--- config.mk ---
export PLATFORM = sky130hd
export DESIGN_NAME = debounce_multi
export DESIGN_NICKNAME = d
export VERILOG_FILES = /design/src/rtl/debounce_multi.sv
export SDC_FILE = /design/constraint.sdc
export NUM_CORES = 1
export LEC_CHECK = 0
export BUFFER_PORTS_ARGS = -buffer_cell sky130_fd_sc_hd__buf_2
export CELL_PAD_IN_SITES_DETAIL_PLACEMENT = 2
export CELL_PAD_IN_SITES_GLOBAL_PLACEMENT = 2
export CORE_AREA = 3 3 40 42
export DETAILED_ROUTE_END_ITERATION = 16
export DIE_AREA = 0 0 43 45
export GPL_TIMING_DRIVEN = 1
export HOLD_SLACK_MARGIN = 0.02
export PLACE_DENSITY = 0.65
export SETUP_SLACK_MARGIN = 0.1
export SLEW_MARGIN = 10
export SYNTH_ARGS = -nofsm -noshare
export SYNTH_HDL_FRONTEND = slang
export SYNTH_SLANG_ARGS = --single-unit
--- constraint.sdc ---
create_clock -name mclk -period 2.6 [get_ports mclk]
set_clock_uncertainty 0.05 [all_clocks]
set_input_delay 0.52 -clock mclk [delete_from_list [all_inputs] [get_ports mclk]]
set_output_delay 0.52 -clock mclk [all_outputs]
set_load 0.02 [all_outputs]
--- src/rtl/debounce_multi.sv ---
// Multi-channel switch debouncer: 2-flop synchroniser per channel, shared sample
// prescaler, and per-channel qualification counters with registered edge pulses.

module debounce_lane #(
  parameter int   STABLE_COUNT = 4,
  parameter int   CW           = 2,
  parameter logic RESET_BIT    = 1'b0
) (
  input  logic mclk,
  input  logic rst_n,
  input  logic tick,
  input  logic din,
  output logic dout,
  output logic rise,
  output logic fall
);
  logic          s1, s2;
  logic [CW-1:0] cnt;

  always_ff @(posedge mclk or negedge rst_n) begin
    if (!rst_n) begin
      s1   <= RESET_BIT;
      s2   <= RESET_BIT;
      cnt  <= '0;
      dout <= RESET_BIT;
      rise <= 1'b0;
      fall <= 1'b0;
    end else begin
      s1   <= din;
      s2   <= s1;
      rise <= 1'b0;
      fall <= 1'b0;
      if (tick) begin
        // a single agreeing sample restarts qualification
        if (s2 == dout) begin
          cnt <= '0;
        end else if (cnt == CW'(STABLE_COUNT - 1)) begin
          dout <= s2;
          cnt  <= '0;
          rise <= s2;
          fall <= ~s2;
        end else begin
          cnt <= cnt + CW'(1);
        end
      end
    end
  end
endmodule

module debounce_multi #(
  parameter int               WIDTH        = 1,
  parameter int               SAMPLE_DIV   = 2,
  parameter int               STABLE_COUNT = 4,
  parameter logic [WIDTH-1:0] RESET_VAL    = '0
) (
  input  logic             mclk,
  input  logic             rst_n,
  input  logic [WIDTH-1:0] de_in,
  output logic [WIDTH-1:0] de_out,
  output logic [WIDTH-1:0] rise,
  output logic [WIDTH-1:0] fall,
  output logic             tick
);
  localparam int PW = (SAMPLE_DIV   > 1) ? $clog2(SAMPLE_DIV)   : 1;
  localparam int CW = (STABLE_COUNT > 1) ? $clog2(STABLE_COUNT) : 1;

  logic [PW-1:0] pcnt;

  // tick is registered off the wrap; with SAMPLE_DIV=1 it stays high after reset
  always_ff @(posedge mclk or negedge rst_n) begin
    if (!rst_n) begin
      pcnt <= '0;
      tick <= 1'b0;
    end else if (pcnt == PW'(SAMPLE_DIV - 1)) begin
      pcnt <= '0;
      tick <= 1'b1;
    end else begin
      pcnt <= pcnt + PW'(1);
      tick <= 1'b0;
    end
  end

  for (genvar i = 0; i < WIDTH; i++) begin : g_lane
    debounce_lane #(
      .STABLE_COUNT(STABLE_COUNT),
      .CW          (CW),
      .RESET_BIT   (RESET_VAL[i])
    ) u_lane (
      .mclk (mclk),
      .rst_n(rst_n),
      .tick (tick),
      .din  (de_in[i]),
      .dout (de_out[i]),
      .rise (rise[i]),
      .fall (fall[i])
    );
  end
endmodule

## Yosys cells after proc, flatten, opt, wreduce, memory -nomap -nowiden

Cells that the tools add are included.

| cells by class | value |
|---|---|
| add/subtract/negate cells | 2 |
| multiply operators | 0 |
| div/mod/pow operators | 0 |
| order comparisons | 0 |
| equal/unequal tests | 2 |
| shift operators | 0 |
| multiplexer cells | 10 |
| bitwise operators | 2 |
| reduce and logical (&&, ||, !) cells | 1 |

Operators with widths:

| cell | count |
|---|---|
| $mux W1 | 8 |
| $mux W2 | 2 |
| $reduce_and A3 Y1 | 1 |
| $add A2 B1 Y2 const B | 1 |
| $eq A2 B2 Y1 const B | 1 |
| $not A1 Y1 | 2 |
| $add A1 B1 Y1 const B | 1 |
| $eq A1 B1 Y1 | 1 |

| word-level totals | value |
|---|---|
| bits in registers | 9 |
| latch bits | 0 |
| memory bits (writable) | 0 |
| memory bits (read-only) | 0 |
| output and inout port bits | 4 |
| logic and storage cells | 25 |
| memories | 0 |

## Logic depth before layout (Yosys ltp)

| logic depth | value |
|---|---|
| depth in word-level cells | 4 |
| gate-level depth with buffers | 3 |
| mapped depth without buffers | 3 |

## Hierarchy

From an unflattened synthesis, not the netlist that was laid out.

| second synthesis, totals | value |
|---|---|
| cell total of the unflattened synthesis | 22 |
| area, all modules | 312.8 um^2 |

By module, submodules not included:

| module | instances | cells an instance | area an instance (um^2) |
|---|---|---|---|
| debounce_lane | 1 | 19 | 259.0 |
| debounce_multi | 1 | 3 | 53.8 |

## Least setup slack after synthesis

No wires, ideal clock.

| timing | value |
|---|---|
| path kind | flip-flop to flip-flop |
| from | register g_lane[0].u_lane.cnt[0] |
| to | register g_lane[0].u_lane.dout |
| setup time | 125 ps |
| arrival | 986 ps |
| slack | 1,440 ps |
| cell stages (with the launch flop) | 4 |
| buffers on the path | 0 |
| period minus slack after synthesis | 1,160 ps |
| cells stage by stage | dfrtp_1 -> ha_1 -> nand2_1 -> mux2_2 |

| on the way | value |
|---|---|
| cells in the longest elaborated chain, start to end | 2 |

RTL lines:

| item | line | RTL |
|---|---|---|
| start: declaration | 18 | `logic [CW-1:0] cnt;` |
| start signal: assignment | 43 | `cnt <= cnt + CW'(1);` |
| $eq A2 B2 Y1 | 37 | `end else if (cnt == CW'(STABLE_COUNT - 1)) begin` |
| $reduce_and A3 Y1 (no source line) | -- |  |
| end signal: assignment | 25 | `dout <= RESET_BIT;` |
| end signal: assignment | 38 | `dout <= s2;` |
| end: declaration | 13 | `output logic dout,` |

No other way between the ends.
A chain may end at the register's enable or synchronous reset.

## Worst setup path in the final report

| timing | value |
|---|---|
| from | register tick |
| to | output tick |

RTL lines:

| item | line | RTL |
|---|---|---|
| start: declaration | 62 | `output logic tick` |
| start signal: assignment | 73 | `tick <= 1'b0;` |
| start signal: assignment | 76 | `tick <= 1'b1;` |
| start signal: assignment | 79 | `tick <= 1'b0;` |

No word-level cell between the ends.

==> results.toml <==
[drt]
route.detailed.drc = 0
vias = 186
drtAntennaViolNets = 0
drt-pass1-iter-count = 1
drt-total-wl_um = 464
drtIter0Drc = 0
vias_per_cell = 3.96
wl_per_cell_um = 9.87

[timing]
holdWs_ns = 0.0504
worst-slew-pin-transition_ns = 0.227
grt_setup_unrepaired = "no"
setup_viol = 0
min_period_ns = 1.43
fin_crit_sh_pct = 54.9
maxSlewViolCount = 0
finalHoldViolations = 0
tns_ns = 0
max_freq_mhz = 701
relSlewSlack_pct = 84.7

[yosys]
synth_top_cell_area_share_pct = 72.0
synth-edff-count = 0
synth-main-ff-cell = "dfrtp_1"
syn_area_um2 = 313
yosysMostFrequentCell = "dfrtp_1"
yosysUniqueCellTypes = 9
syn-num-nets = 26
synth_common_cells = "9 x dfrtp_1, 3 x inv_1, 2 x nand2_1, 2 x nor3b_1, 2 x o22ai_1"
ys_ff_latch = 9
synth_top_cell_by_area = "dfrtp_1"
syn_area_per_cell_um2 = 14.2
yosys_warnings = 0
ys_async_sr_fraction_pct = 100
syn_inst = 22
ys_top_cells_by_area = "dfrtp_1 72%, nor3b_1 4.8%, ha_1 4.0%"
yosysSeqAreaShare_pct = 72.0

[worst_setup_path]
timing.rr.end = "g_lane[0].u_lane.dout"
cpPeakStageDelay_ns = 0.41
worst-path-buf-inv = 1
cp_top_family = "flip-flops"
startpoint_type = "flip-flop"
crit-reg2reg-launch = "g_lane[0].u_lane.cnt[0]"
crit_chain = "buf_2"
criticalPathCategory = "flip-flop to primary output"
crit_path_max_fanout = 6
arrival_ns = 0.86
cpMaxStageDelayCell = "dfrtp_1"
cp.required_ns = 2.03
crit_cells = 1
r2r_cells = 3
reg2reg_slack_ns = 1.36
cp-end-kind = "primary output"

[clock_network]
clock_latency_ns = 0.25
postCtsSetupBuffers = 0
clk_path_buf_depth = 2
cts_tree = "built"
root_buffer = "clkbuf_4"
ctsHtreeMaxLevel = 1
ctsResizeCount = 0
cts.sinks = 9
clk_pin_slew_ns = 0.06
numCtsBuffers = 3
cts_hold_buffers = 0

[power]
p_leak_uw = 0.000195
ir_drop_uv = 297
power_density_nw_per_um2 = 907

[finish]
area.sequential_um2 = 225
nFillCells = 138
antenna_cells = 0
final_nets = 37
areaGrowthSynthToFinish_pct = 24.0
drive_gt1_share_pct = 31.3
multi_input_area_um2 = 76.3

[die]
placementRows = 13
initial_core_util_pct = 24.3
die-area_um2 = 1940
die_w_um = 43
io_pins = 7
coreArea_um2 = 1280
die_h_um = 45

[job]
max_cap_viol_count = 0

[grt]
antenna_found_initial = 0
grt_overflow_total = 0
grt_start_max_net_pins = 10
grt_pass1_wl_um = 869
grt_pass1_vias = 194
track_usage_pct = 7.17

[place]
place.gp.congestion = 0.575
dp_hpwl_um = 367
portBuffers = 6

[min_path]
hold_class = "input port to async pin"

[outcome]
status = "finished clean"
## flip-flops by register name, indices dropped and copies added, names as in the netlist
signal	cells
g_lane.u_lane.s2	1
g_lane.u_lane.dout	1
g_lane.u_lane.fall	1
tick	1
pcnt	1
g_lane.u_lane.s1	1
g_lane.u_lane.cnt	2
g_lane.u_lane.rise	1
## power breakdown
group / leakage, uW / switching, uW / total [uW] / internal [uW]
clock: 0.0000150 / 45.0 / 104 / 58.9
combinational: 0.0000668 / 35.4 / 66.9 / 31.5
sequential: 0.000113 / 18.4 / 181 / 163
total: 0.000195 / 98.8 / 352 / 253
## worst max path at each step
stage / start / endpoint / slack [ns]
3_3_place_gp: g_lane[0].u_lane.cnt[0] / g_lane[0].u_lane.dout / 1.40
6_report: tick / tick / 1.17
3_5_place_dp: g_lane[0].u_lane.cnt[0] / g_lane[0].u_lane.dout / 1.36
5_1_grt: tick / tick / 1.11
2_1_floorplan: g_lane[0].u_lane.cnt[0] / g_lane[0].u_lane.dout / 1.44
4_1_cts: tick / tick / 1.15
## cells by family (layout without fill, tap and decap cells)
kind of cell | after synthesis | in the layout | synth area share, %
flip-flops | 9 | 9 | 72.0
buffers and inverters | 3 | 13 | 3.60
adder cells (fa/ha/maj) | 1 | 1 | 4.00
AO/OA/AOI/OAI | 2 | 2 | 4.00
XOR/XNOR | 1 | 1 | 2.80
AND/OR/NAND/NOR | 5 | 5 | 10.0
multiplexers | 1 | 1 | 3.60
## stage by stage
| stage | cell area [um^2] | power (uW) | cells | setup slack (ns) | util (%) |
|---|---|---|---|---|---|
| global placement | 362 | 247 | 43 | 1.40 | 28.1 |
| finish | 388 | 352 | 47 | 1.17 | 30.2 |
| floorplan | 313 | 228 | 22 | 1.44 | - |
| detailed placement | 362 | 252 | 43 | 1.36 | 28.1 |
| CTS | 388 | 363 | 47 | 1.15 | 30.2 |
| global route | 388 | 383 | 47 | 1.11 | 30.2 |
## cells in the final DEF, fill, tap and decap left out
master,count
buf_2,6
clkbuf_1,1
clkbuf_4,3
dfrtp_1,9
ha_1,1
inv_1,3
mux2_2,1
nand2_1,2
nor3b_1,2
o22ai_1,2
or3b_1,1
xnor2_1,1
## metal layers
metal / global-route usage, % / vias up / wire (um)
met5: 0 / - / 0
met4: 12.7 / 0 / 0
met3: 2.79 / 0 / 39
met2: 9.28 / 5 / 242
met1: 6.52 / 90 / 182
li1: - / 91 / -
## final cells by class
type / instances / share of cell area (%)
Sequential cell: 9 / 58.1
Clock buffer: 4 / 6.77
Inverter: 3 / 2.90
Tap cell: 15 / 4.84
Timing Repair Buffer: 6 / 7.74
Multi-Input combinational cell: 10 / 19.7
Note: power is estimated with default switching activity, not from simulation.
